<file path="config.mk">
export PLATFORM = sky130hd
export DESIGN_NAME = instruction_fetch_unit
export DESIGN_NICKNAME = d
export VERILOG_FILES = /design/src/rtl/mips_pkg.sv /design/src/rtl/if_id_reg.sv /design/src/rtl/instruction_fetch_unit.sv
export SDC_FILE = /design/constraint.sdc
export NUM_CORES = 1
export LEC_CHECK = 0
export CORE_MARGIN = 2
export CORE_UTILIZATION = 51
export CTS_CLUSTER_DIAMETER = 120
export DETAILED_ROUTE_END_ITERATION = 12
export GPL_TIMING_DRIVEN = 0
export PLACE_DENSITY = 0.81
export SLEW_MARGIN = 20
export SYNTH_ARGS = -nofsm -noshare
export SYNTH_HDL_FRONTEND = slang
export SYNTH_SLANG_ARGS = --single-unit
</file>
<file path="constraint.sdc">
create_clock -name Clk -period 2.5 [get_ports Clk]
set_input_delay 0.375 -clock Clk [delete_from_list [all_inputs] [get_ports Clk]]
set_output_delay 0.375 -clock Clk [all_outputs]
set_load 0.02 [all_outputs]
</file>
<file path="src/rtl/mips_pkg.sv">
// Shared MIPS datapath definitions: word width, NOP, opcodes and fetch FSM states.
package mips_pkg;

  localparam int unsigned WORD_W = 32;

  localparam logic [WORD_W-1:0] NOP = 32'h0000_0000;

  localparam logic [5:0] OP_RTYPE = 6'h00;
  localparam logic [5:0] OP_J     = 6'h02;
  localparam logic [5:0] OP_JAL   = 6'h03;
  localparam logic [5:0] OP_BEQ   = 6'h04;
  localparam logic [5:0] OP_BNE   = 6'h05;
  localparam logic [5:0] OP_LW    = 6'h23;
  localparam logic [5:0] OP_SW    = 6'h2b;

  typedef enum logic [1:0] {StFetch, StHold, StDrain} fetch_state_e;

  function automatic logic [WORD_W-1:0] word_align(input logic [WORD_W-1:0] addr);
    return {addr[WORD_W-1:2], 2'b00};
  endfunction

endpackage

</file>
<file path="src/rtl/if_id_reg.sv">
// IF/ID pipeline register: flush clears to a bubble, load captures a fetched word, else hold.
module if_id_reg
  import mips_pkg::*;
#(
  parameter logic [WORD_W-1:0] NOP_INSTR = NOP
) (
  input  logic              clk,
  input  logic              rst_n,
  input  logic              load,
  input  logic              flush,
  input  logic [WORD_W-1:0] instr_in,
  input  logic [WORD_W-1:0] pcplus4_in,
  output logic [WORD_W-1:0] instr,
  output logic [WORD_W-1:0] pcplus4,
  output logic              valid
);

  logic [WORD_W-1:0] instr_q, pcplus4_q;
  logic              valid_q;

  // PC+4 is kept across a flush; only the instruction and valid bit are cleared.
  always_ff @(posedge clk or negedge rst_n) begin
    if (!rst_n) begin
      instr_q   <= NOP_INSTR;
      pcplus4_q <= '0;
      valid_q   <= 1'b0;
    end else if (flush) begin
      instr_q   <= NOP_INSTR;
      valid_q   <= 1'b0;
    end else if (load) begin
      instr_q   <= instr_in;
      pcplus4_q <= pcplus4_in;
      valid_q   <= 1'b1;
    end
  end

  assign instr   = instr_q;
  assign pcplus4 = pcplus4_q;
  assign valid   = valid_q;

endmodule

</file>
<file path="src/rtl/instruction_fetch_unit.sv">
// MIPS fetch stage: PC, req/valid memory handshake, skid buffer and IF/ID register.
// Optional performance counters are enabled by defining FETCH_PERF_EN.
module instruction_fetch_unit
  import mips_pkg::*;
#(
  parameter logic [WORD_W-1:0] RESET_PC  = 32'h0000_0000,
  parameter logic [WORD_W-1:0] NOP_INSTR = NOP
) (
  input  logic              Clk,
  input  logic              Reset,
  input  logic              Stall,
  input  logic              Redirect,
  input  logic [WORD_W-1:0] RedirectPC,
  output logic              IMemReq,
  output logic [WORD_W-1:0] IMemAddr,
  input  logic [WORD_W-1:0] IMemRdata,
  input  logic              IMemValid,
  output logic [WORD_W-1:0] Instruction,
  output logic [WORD_W-1:0] PCPlus4,
  output logic              IFIDValid
`ifdef FETCH_PERF_EN
  ,
  output logic [WORD_W-1:0] FetchCount,
  output logic [WORD_W-1:0] FlushCount
`endif
);

  fetch_state_e      state_q, state_d;
  logic [WORD_W-1:0] pc_q, pc_d;
  logic [WORD_W-1:0] skid_q, skid_d;
  logic [WORD_W-1:0] target_q, target_d;
  logic              started_q;
  logic              load, flush;
  logic [WORD_W-1:0] load_instr;
  logic [WORD_W-1:0] pc_plus4;
  logic [WORD_W-1:0] redirect_tgt;
  logic              rsp;

  assign pc_plus4     = pc_q + 32'd4;
  assign redirect_tgt = word_align(RedirectPC);
  // A response only counts once the first request after reset has been issued.
  assign rsp          = started_q & IMemValid;

  always_ff @(posedge Clk or negedge Reset) begin
    if (!Reset) begin
      state_q   <= StFetch;
      pc_q      <= RESET_PC;
      skid_q    <= '0;
      target_q  <= '0;
      started_q <= 1'b0;
    end else begin
      state_q   <= state_d;
      pc_q      <= pc_d;
      skid_q    <= skid_d;
      target_q  <= target_d;
      started_q <= 1'b1;
    end
  end

  always_comb begin
    state_d    = state_q;
    pc_d       = pc_q;
    skid_d     = skid_q;
    target_d   = target_q;
    load       = 1'b0;
    flush      = 1'b0;
    load_instr = IMemRdata;
    unique case (state_q)
      StFetch: begin
        if (Redirect) begin
          flush = 1'b1;
          // With a request still in flight the data must be drained before retargeting.
          if (rsp || !started_q) begin
            pc_d = redirect_tgt;
          end else begin
            target_d = redirect_tgt;
            state_d  = StDrain;
          end
        end else if (rsp) begin
          if (Stall) begin
            skid_d  = IMemRdata;
            state_d = StHold;
          end else begin
            load = 1'b1;
            pc_d = pc_plus4;
          end
        end else if (!Stall) begin
          flush = 1'b1;
        end
      end
      StHold: begin
        if (Redirect) begin
          flush   = 1'b1;
          pc_d    = redirect_tgt;
          state_d = StFetch;
        end else if (!Stall) begin
          load       = 1'b1;
          load_instr = skid_q;
          pc_d       = pc_plus4;
          state_d    = StFetch;
        end
      end
      StDrain: begin
        flush = 1'b1;
        if (Redirect) begin
          target_d = redirect_tgt;
        end
        if (rsp) begin
          pc_d    = Redirect ? redirect_tgt : target_q;
          state_d = StFetch;
        end
      end
      default: state_d = StFetch;
    endcase
  end

  always_comb begin
    IMemReq  = started_q && (state_q != StHold);
    IMemAddr = pc_q;
  end

  if_id_reg #(
    .NOP_INSTR (NOP_INSTR)
  ) u_if_id (
    .clk        (Clk),
    .rst_n      (Reset),
    .load       (load),
    .flush      (flush),
    .instr_in   (load_instr),
    .pcplus4_in (pc_plus4),
    .instr      (Instruction),
    .pcplus4    (PCPlus4),
    .valid      (IFIDValid)
  );

`ifdef FETCH_PERF_EN
  logic [WORD_W-1:0] fetch_cnt_q, flush_cnt_q;

  always_ff @(posedge Clk or negedge Reset) begin
    if (!Reset) begin
      fetch_cnt_q <= '0;
      flush_cnt_q <= '0;
    end else begin
      if (load) fetch_cnt_q <= fetch_cnt_q + 32'd1;
      if (Redirect) flush_cnt_q <= flush_cnt_q + 32'd1;
    end
  end

  assign FetchCount = fetch_cnt_q;
  assign FlushCount = flush_cnt_q;
`endif

endmodule
</file>
==> impl_metrics.json, run 1 <==
{
  "grt_start_max_net_pins": 85,
  "fmax_mhz": 435,
  "wire_per_inst_um": 18.6,
  "path_cells": "buf_2 > inv_1 > a21boi_0 > clkdlybuf4s50_1",
  "via_count": 6448,
  "utilization_pct": 69.1,
  "grt_pass1_wl_um": 33600,
  "fin_nets": 994,
  "synth_cells": 739,
  "ir_drop_v": 0.000435,
  "outcome": "finished, final reports clean",
  "die_w_um": 128,
  "slew_headroom_pct": 28.1,
  "synth_compound_area_share_pct": 12.4,
  "timing.final.ws_setup_ns": 0.202,
  "rsz0062_at_grt": "no",
  "reg2reg_from": "state_q[0]",
  "yosys.cell_types.count": 60,
  "cts_root_buf": "clkbuf_16",
  "synthFlopType": "dfrtp_1",
  "place_ws_ns": -0.227,
  "insertion_delay_ns": 0.43,
  "async_flop_share_pct": 100,
  "synth.avg_cell_area_um2": 10.6,
  "grt_overflow": 0,
  "finalHoldWorstSlack_ns": 0.472,
  "std_cell_rows": 45,
  "route.detailed.drc": 0,
  "cts_setup_buffers": 0,
  "finalSetupViolCount": 0,
  "yosys-top-cells-area": "dfrtp_1, mux2_2, mux2i_1, nand2_1, o21ai_0",
  "fp.dieH_um": 128,
  "ant_nets": 0,
  "pin_count": 167,
  "grt_antenna_before_repair": 0,
  "viasPerCell": 5.74,
  "total_power_w": 0.00906,
  "start_kind": "flip-flop",
  "period_needed_ns": 2.30,
  "synth_top_family_by_area": "multiplexers",
  "crit_required_ns": 2.12,
  "cts_tree": "done",
  "worstSetupPathType": "flip-flop to primary output",
  "hold_class": "flip-flop to flip-flop",
  "yosysSeqAreaShare_pct": 52.3,
  "dieArea_um2": 16400,
  "slowest_stage": "clkdlybuf4s50_1",
  "min_from": "u_if_id.pcplus4[25]",
  "synth_area_um2": 7850,
  "gp_congestion": 0.912,
  "drive_gt1_share_pct": 14.6,
  "slowest_delay_ns": 0.68,
  "cp-end-kind": "primary output",
  "p_per_area_nw_per_um2": 870,
  "start_util_pct": 52.0,
  "grt_use_total_pct": 26.6,
  "cts_max_path_buffers": 2,
  "area_growth_pct": 32.8,
  "skew_ns": 0.0104,
  "tightest_slew_ns": 1.07,
  "worstPathMaxFanout": 10,
  "synth_xor_area_share_pct": 2.57,
  "drv_slew": 0,
  "port_buffers": 164,
  "core_region_area_um2": 15100,
  "synth_edf_count": 0,
  "numCtsBuffers": 17,
  "hold_viol": 0,
  "synthMuxAreaShare_pct": 15.4,
  "synth_top_area_share_pct": 52.3,
  "synth_top_cell_by_area": "dfrtp_1",
  "hpwl_um": 14800,
  "finalCritPeriodShare_pct": 91.9,
  "startpoint": "state_q[1]",
  "h-tree-depth": 4,
  "diodes": 0,
  "crit_arrival_ns": 1.92,
  "fillerInstances": 1122,
  "ys_warn_count": 0,
  "first_pass_iters": 8,
  "drv_cap": 0,
  "synth_fa_ha_area_share_pct": 0.159,
  "synth-seq-cells": 164,
  "power_leakage_nw": 4.40,
  "synth-simple-area-share_pct": 13.7,
  "drt_iter0_drc": 534,
  "wirelength_um": 20900,
  "grt_pass1_vias": 6399,
  "cts.sinks": 164,
  "syn_nets": 809,
  "cts.clk_slew.worst_paths_ns": 0.06
}
==> logic make-up after synthesis <==
group                    after synthesis
AND/OR/NAND/NOR                      220
flip-flops                           164
AO/OA/AOI/OAI                        160
other                                  1
multiplexers                         113
adder cells (fa/ha/maj)                1
XOR/XNOR                              23
buffers and inverters                 57
==> worst paths after layout <==
check / endpoint / slack (ns) / depth (start not counted)
setup / recovery: IMemReq / 0.20 / 4
hold / removal: u_if_id.pcplus4[25] / 0.47 / 2
setup reg to reg: IMemAddr[13] / 0.21 / 7
hold reg to reg: u_if_id.pcplus4[25] / 0.47 / 2
max in group asynchronous: IMemAddr[6] / 1.19 / 3
min in group asynchronous: target_q[25] / 0.50 / 2
==> area by class of cell <==
type                            instances  area [um2]  area share (%)
Sequential cell                       164        4100            39.4
Buffer                                 50         240            2.31
Inverter                                7        26.3           0.252
Clock buffer                           19         453            4.35
Tap cell                              188         235            2.26
Clock inverter                         12         201            1.93
Multi-Input combinational cell        518        3480            33.4
Timing Repair Buffer                  166        1680            16.2
==> cell usage after synthesis (4+ instances only) <==
| library cell | n |
|---|---|
| dfrtp_1 | 164 |
| nand2_1 | 111 |
| o21ai_0 | 76 |
| mux2_2 | 63 |
| mux2i_1 | 50 |
| nor2_1 | 31 |
| a21oi_1 | 25 |
| clkbuf_1 | 21 |
| buf_2 | 18 |
| xnor2_1 | 18 |
| and3_1 | 12 |
| nor3_1 | 10 |
| nand3_1 | 9 |
| nand4_1 | 9 |
| inv_1 | 7 |
| o31ai_1 | 7 |
| a21o_1 | 6 |
| and2_1 | 6 |
| o211ai_1 | 6 |
| a211oi_1 | 5 |
| buf_4 | 5 |
| nor2b_1 | 5 |
| o21ai_1 | 5 |
| xor2_1 | 5 |
| a211o_1 | 4 |
| a22o_1 | 4 |
| buf_1 | 4 |
==> state kept, by name (all words and copies together) (netlist names) <==
signal,flops
IMemAddr,32
target_q,32
u_if_id.valid,1
skid_q,32
u_if_id.pcplus4,32
state_q,2
started_q,1
u_if_id.instr,32
==> per-stage QoR <==
| stage | instance area (um2) | setup TNS, ns | cells |
|---|---|---|---|
| final | 10400 | 0 | 1124 |
| after detailed placement | 9750 | -4.92 | 1092 |
| after floorplan | 7850 | 0 | 739 |
| after global placement | 9720 | -949.74 | 1091 |
| after CTS | 10400 | 0 | 1124 |
| after global routing | 10400 | 0 | 1124 |
==> layer usage <==
metal  share of wire (%)  track usage [%]  up-vias
li1                    -                -     3001
met1                  41             34.3     3122
met2                  47             41.7      292
met3                 9.7             8.89       33
met4                 2.0             10.5        0
met5                   0                0        -
==> worst max-delay path: cells and delay by family (launching register included) <==
family	cells	cell delay [ns]
buffers and inverters	3	0.96
AO/OA/AOI/OAI	1	0.16
flip-flops	1	0.37
==> placed cells by master (no fill, tap or decap), drive strengths merged, types with 10 or more instances in the layout <==
cell type        n
a21oi           26
and3            12
buf             29
clkbuf          42
clkdlybuf4s50  163
dfrtp          164
mux2            63
mux2i           50
nand2          111
nand3           10
nand4           10
nor2            32
nor3            13
o21ai           81
xnor2           18
==> repair_timing <==
item | 4_1_cts | 5_1_grt
hold endpoints to repair | 80 | 0
endpoints found under the setup margin | 0 | 11
gates resized for setup | 0 | 3
hold buffers | 1 | 0
==> power by group <==
group | internal, W | leakage, nW | total, W | switching, W
Combinational | 0.00122 | 2.02 | 0.00245 | 0.00123
Clock | 0.00182 | 0.316 | 0.00290 | 0.00108
Sequential | 0.00323 | 2.07 | 0.00371 | 0.000479
Note: power is estimated with default switching activity, not from simulation.
==> run 2, diff against run 1 <==
--- a/config.mk
+++ b/config.mk
@@ -5,10 +5,12 @@
 export SDC_FILE = /design/constraint.sdc
 export NUM_CORES = 1
 export LEC_CHECK = 0
+export ABC_AREA = 1
 export CORE_MARGIN = 2
-export CORE_UTILIZATION = 51
+export CORE_UTILIZATION = 52
 export CTS_CLUSTER_DIAMETER = 120
 export DETAILED_ROUTE_END_ITERATION = 12
+export GPL_ROUTABILITY_DRIVEN = 0
 export GPL_TIMING_DRIVEN = 0
 export PLACE_DENSITY = 0.81
 export SLEW_MARGIN = 20
==> run 2 against run 1 <==
Net effect:
- global-route usage grew 2.2 points
- core utilization up 0.75 points
- wire length is 19% higher
- sequential power up 18%
- sequential cell count is the same
==> impl_metrics.json, run 2 <==
{
  "die_w_um": 132,
  "cp-end-kind": "flip-flop",
  "p_per_area_nw_per_um2": 1070,
  "finalCritPeriodShare_pct": 89.2,
  "port_buffers": 163,
  "start_util_pct": 53.4,
  "worstPathMaxFanout": 10,
  "worstSetupPathType": "primary input to flip-flop",
  "viasPerCell": 5.34,
  "tns_ns": 0,
  "fp.dieH_um": 132,
  "regArea_um2": 4100,
  "rsz0062_at_grt": "no",
  "cts.sinks": 164,
  "synth_area_um2": 8520,
  "first_pass_iters": 5,
  "crit_arrival_ns": 2.55,
  "ir_drop_v": 0.000640,
  "synth_top_area_share_pct": 48.2,
  "grt_overflow": 0,
  "grt_pass1_vias": 8196,
  "hpwl_um": 18200,
  "path_cells": "clkdlybuf4s50_1 > buf_2 > inv_2 > a211oi_2 > inv_1 > clkbuf_1 > nand2_1 > nand2_1",
  "drv_cap": 0,
  "syn_nets": 1254,
  "crit_buf_inv": 5,
  "start_kind": "primary input",
  "synth_cells": 1184,
  "dieArea_um2": 17400,
  "tightest_slew_ns": 0.607,
  "path_common_cell": "nand2_1",
  "yosys.cell_count.top_type": "nand2_1",
  "cts_tree": "done",
  "cts_setup_buffers": 0,
  "mostFrequentLayoutCells": "nand2_1, dfrtp_1, clkdlybuf4s50_1",
  "area_growth_pct": 30.7,
  "drt_iter0_drc": 901,
  "wire_per_inst_um": 15.6,
  "layout_commonest_cell": "nand2_1",
  "std_cell_rows": 46,
  "route.detailed.drc": 0,
  "cts.clk_slew.worst_paths_ns": 0.06,
  "synth_top_cell_by_area": "dfrtp_1",
  "core_region_area_um2": 15900,
  "cts_root_buf": "clkbuf_16",
  "grt_antenna_before_repair": 0,
  "ys_warn_count": 0,
  "critPathTopFamily": "buffers and inverters",
  "synth_edf_count": 0,
  "ant_nets": 0,
  "power_leakage_nw": 5.36,
  "utilization_pct": 69.8,
  "fillerInstances": 1299,
  "numCtsBuffers": 17,
  "slowest_stage": "a211oi_2",
  "hold_class": "primary input to async pin",
  "drv_slew": 0,
  "hold_viol": 0,
  "slew_headroom_pct": 59.4,
  "pin_count": 167,
  "grt_use_total_pct": 28.8,
  "grt_start_max_net_pins": 103,
  "slowest_delay_ns": 0.57,
  "h-tree-depth": 4,
  "multiInputGateArea_um2": 3750,
  "period_needed_ns": 2.23,
  "skew_ns": 0.00729,
  "final_area_um2": 11100,
  "cts_max_path_buffers": 2,
  "grt_pass1_wl_um": 40200,
  "postPlaceCellArea_um2": 10500,
  "via_count": 8517,
  "yosysSeqAreaShare_pct": 48.2,
  "async_flop_share_pct": 100,
  "fin_nets": 1438,
  "insertion_delay_ns": 0.43,
  "diodes": 0,
  "fmax_mhz": 449,
  "synth.avg_cell_area_um2": 7.19,
  "crit_required_ns": 2.83,
  "yosys.cell_types.count": 37,
  "yosys-top-cells-count": "nand2_1, dfrtp_1, nor2_1",
  "outcome": "finished, final reports clean",
  "drive_gt1_share_pct": 5.65,
  "synthFlopType": "dfrtp_1",
  "synth-seq-cells": 164,
  "total_power_w": 0.0119,
  "finalSetupViolCount": 0,
  "yosys-top-cells-area": "dfrtp_1, nand2_1, o21ai_0, nor2_1, inv_1",
  "wirelength_um": 24900
}
-- run 2: cell types whose count changed in the layout (fill, tap and decap cells not counted), sizes merged, moves of 11 or more --
cell / before / now
a21oi: 26 / 54
mux2i: 50 / 1
mux2: 63 / 0
inv: 9 / 100
and3: 12 / 0
nand2: 111 / 514
nor2: 32 / 106
nor3: 13 / 0
o22ai: 0 / 32
clkbuf: 42 / 55
o21ai: 81 / 92
xnor2: 18 / 1
-- run 2: layout make-up --
cell class,instances,area share [%]
flip-flops and latches,164,36.9
inverters,102,3.46
clock inverters,8,1.53
clock buffers,23,4.47
well taps,216,2.43
multi-input cells,858,33.7
plain buffers,60,2.54
repair buffers,165,15.0
-- run 2: timing repair --
action / 4_1_cts / 5_1_grt
resized for setup: 0 / 0
hold buffers: 1 / 0
endpoints found under the hold margin: 62 / 0
-- run 2: metrics by stage --
| stage | std cells | hold WS (ns) | setup WS, ns |
|---|---|---|---|
| after detailed placement | 1564 | 0.349 | -0.140 |
| after CTS | 1596 | 0.440 | 0.301 |
| after global routing | 1596 | 0.489 | 0.180 |
| final | 1596 | 0.456 | 0.271 |
| after floorplan | 1184 | 0.0794 | 0.756 |
| after global placement | 1563 | 0.453 | -5.56 |
-- run 2: worst paths after layout --
kind | start | to | slack (ns) | depth (start not counted)
worst max-delay path | Redirect | target_q[26] | 0.27 | 8
worst min-delay path | Reset | u_if_id.instr[12] | 0.46 | 2
worst max register to register | IMemAddr[2] | IMemAddr[16] | 0.40 | 10
worst min register to register | target_q[18] | target_q[18] | 0.47 | 2
max in group asynchronous | Reset | target_q[14] | 1.15 | 3
min in group Clk | Stall | skid_q[31] | 0.46 | 5
-- run 2: report_power, final --
part	internal [W]	leakage (nW)	switching, W
clock network	0.00190	0.321	0.00107
logic	0.00187	2.97	0.00267
registers	0.00353	2.07	0.000835
-- run 2: logic make-up (layout without fill, tap and decap cells) --
family                   Yosys count  after routing  synth area share, %
AO/OA/AOI/OAI                    194            194                 12.5
XOR/XNOR                          15             15                 1.54
adder cells (fa/ha/maj)            1              1                0.147
buffers and inverters            162            358                 7.84
flip-flops                       164            164                 48.2
multiplexers                       1              1                0.118
other                              1              1               0.0440
AND/OR/NAND/NOR                  646            646                 29.6
-- run 2: worst reg2reg max path, delay by kind of cell, from the launching register on --
kind	cells	cell delay, ns
AOI/OAI and AO/OA	1	0.13
and+or+nand+nor	7	0.93
xor gates and xnor gates	1	0.27
adders and majority gates	1	0.22
DFF	1	0.46
-- run 2: routing by layer --
layer	GRT usage [%]	wire length [um]	vias to the layer above	share of wire, %
li1	-	-	4088	-
met1	36.6	10200	3980	41
met2	48.9	12200	389	49
met3	5.57	1830	60	7.3
met4	11.2	637	0	2.6
met5	0	0	-	0
==> run 3, diff against run 2 <==
--- a/config.mk
+++ b/config.mk
@@ -7,12 +7,12 @@
 export LEC_CHECK = 0
 export ABC_AREA = 1
 export CORE_MARGIN = 2
-export CORE_UTILIZATION = 52
+export CORE_UTILIZATION = 47
 export CTS_CLUSTER_DIAMETER = 120
 export DETAILED_ROUTE_END_ITERATION = 12
 export GPL_ROUTABILITY_DRIVEN = 0
 export GPL_TIMING_DRIVEN = 0
-export PLACE_DENSITY = 0.81
+export PLACE_DENSITY = 0.78
 export SLEW_MARGIN = 20
 export SYNTH_ARGS = -nofsm -noshare
 export SYNTH_HDL_FRONTEND = slang
==> constraint.sdc (replaced) <==
create_clock -name Clk -period 2.05 [get_ports Clk]
set_input_delay 0.3075 -clock Clk [delete_from_list [all_inputs] [get_ports Clk]]
set_output_delay 0.3075 -clock Clk [all_outputs]
set_load 0.02 [all_outputs]
==> run 3 against run 2 <==
Net effect:
- combinational power is 20% higher
- via count is 1.6% lower
- core utilization is 7.6 points lower
- sequential cell count stayed put
- wire length is 2.0% lower
- hold slack worse by 0.093 ns
==> impl_metrics.json, run 3 (same netlist as run 2, synthesis figures left out) <==
{
  "crit_buf_inv": 0,
  "fin_nets": 1440,
  "start_kind": "flip-flop",
  "drt-met1-wl_um": 10500,
  "instances_no_fill": 1612,
  "switching_power_w": 0.00561,
  "insertion_delay_ns": 0.43,
  "path_common_cell": "nand2_1",
  "slowest_stage": "dfrtp_2",
  "slew_headroom_pct": 62.1,
  "cts.sinks": 164,
  "area_growth_pct": 30.8,
  "p_seq_share_pct": 37.8,
  "grt_antenna_before_repair": 0,
  "worstPathMaxFanout": 7,
  "finalCritPeriodShare_pct": 93.9,
  "cts_tree": "done",
  "multiInputGateArea_um2": 3770,
  "p_sw_share_pct": 39.6,
  "route.detailed.drc": 0,
  "cts_root_buf": "clkbuf_16",
  "cts_max_path_buffers": 2,
  "drv_cap": 0,
  "die_w_um": 139,
  "slowest_delay_ns": 0.43,
  "crit_required_ns": 2.41,
  "path_cells": "ha_1 > nand2_1 > nor2_2 > nand2_1 > nor2_2 > xor2_1 > nand2_1 > nand2_1 > nand2_1 > a21oi_1",
  "port_buffers": 163,
  "dieArea_um2": 19200,
  "ir_drop_v": 0.000719,
  "grt_pass1_vias": 7965,
  "viasPerCell": 5.20,
  "wire_per_inst_um": 15.1,
  "h-tree-depth": 4,
  "power.clock.fraction_pct": 23.6,
  "layout_commonest_cell": "nand2_1",
  "drv_slew": 0,
  "worstSetupPathType": "flip-flop to flip-flop",
  "hold_class": "primary input to flip-flop",
  "core_region_area_um2": 17900,
  "hpwl_um": 18200,
  "power_leakage_nw": 5.35,
  "regArea_um2": 4110,
  "std_cell_rows": 49,
  "drt_iter0_drc": 667,
  "tightest_slew_ns": 0.569,
  "grt_pass1_wl_um": 40100,
  "dp.cells": 1577,
  "cp-end-kind": "flip-flop",
  "start_util_pct": 47.6,
  "finalHoldWorstSlack_ns": 0.362,
  "via_count": 8378,
  "finalSetupViolCount": 0,
  "cts.clk_slew.worst_paths_ns": 0.07,
  "p_per_area_nw_per_um2": 1270,
  "grt_start_max_net_pins": 91,
  "crit_arrival_ns": 2.28,
  "grt_use_total_pct": 25.7,
  "pin_count": 167,
  "fp.dieH_um": 139,
  "diodes": 0,
  "wl_met2_um": 11800,
  "dr_wl_met3_um": 1630,
  "first_pass_iters": 5,
  "period_needed_ns": 1.93,
  "numCtsBuffers": 17,
  "hold_viol": 0,
  "mostFrequentLayoutCells": "nand2_1, dfrtp_1, clkdlybuf4s50_1",
  "ant_nets": 0,
  "place_ws_ns": -0.485,
  "utilization_pct": 62.2,
  "combPwrFrac_pct": 38.6,
  "fmax_mhz": 519,
  "rsz0062_at_grt": "no",
  "fillerInstances": 1611,
  "timing.final.ws_setup_ns": 0.124,
  "critPathTopFamily": "simple AND/OR/NAND/NOR gates",
  "drive_gt1_share_pct": 6.07,
  "dr.max_layer_used": "met4",
  "skew_ns": 0.0105,
  "outcome": "finished, final reports clean",
  "wirelength_um": 24400,
  "grt_overflow": 0,
  "power.internal_w": 0.00856
}
## run 3: worst min-delay path: stages
cell	delay, ns
buf_2	0.17
nand2_1	0.08
nand2_1	0.05
inv_1	0.06
o21ai_0	0.08
## run 3: area by class of cell
cell class	count	area share, %
buffer	60	2.54
clock buffer	19	3.98
clock inverter	13	1.54
inverter	102	3.48
multi-input combinational	858	33.9
sequential	164	36.9
tap	229	2.57
timing repair buffer	167	15.2
## run 3: power by group through the flow
stage | Clock (W) | Combinational [W] | Sequential (W)
finish | 0.00334 | 0.00547 | 0.00536
global route | 0.00350 | 0.00604 | 0.00547
CTS | 0.00338 | 0.00545 | 0.00531
detailed placement | 0 | 0.00540 | 0.00535
global placement | 0 | 0.00528 | 0.00533
floorplan | 0 | 0.00245 | 0.00583
## run 3: final timing paths
| check | start | to | slack (ns) | cells after the start |
|---|---|---|---|---|
| min in group asynchronous | Reset | u_if_id.instr[11] | 0.43 | 2 |
| max reg2reg | IMemAddr[2] | IMemAddr[16] | 0.12 | 10 |
| min | Stall | skid_q[0] | 0.36 | 5 |
| min reg2reg | target_q[23] | target_q[23] | 0.47 | 2 |
| max | IMemAddr[2] | IMemAddr[16] | 0.12 | 10 |
| max in group asynchronous | Reset | target_q[30] | 0.76 | 3 |
## run 3: repair_timing
| item | CTS | global route |
|---|---|---|
| setup buffers | 0 | 2 |
| endpoints found under the hold margin | 74 | 0 |
| setup endpoints to repair | 11 | 39 |
| pin swaps | 0 | 1 |
| hold buffers | 1 | 0 |
| gates resized for setup | 2 | 7 |
## run 3: metal layers
| layer | vias to the layer above | GRT usage (%) |
|---|---|---|
| li1 | 4100 | - |
| met1 | 3898 | 34.5 |
| met2 | 339 | 43.2 |
| met3 | 41 | 3.42 |
| met4 | 0 | 9.09 |
| met5 | - | 0 |
## run 3: per-stage QoR
step	power, W	TNS (ns)	instance area [um2]
3_5_place_dp	0.0107	-31.72	10500
4_1_cts	0.0141	0	11100
5_1_grt	0.0150	0	11100
2_1_floorplan	0.00828	0	8520
6_report	0.0142	0	11100
3_3_place_gp	0.0106	-1008.82	10400
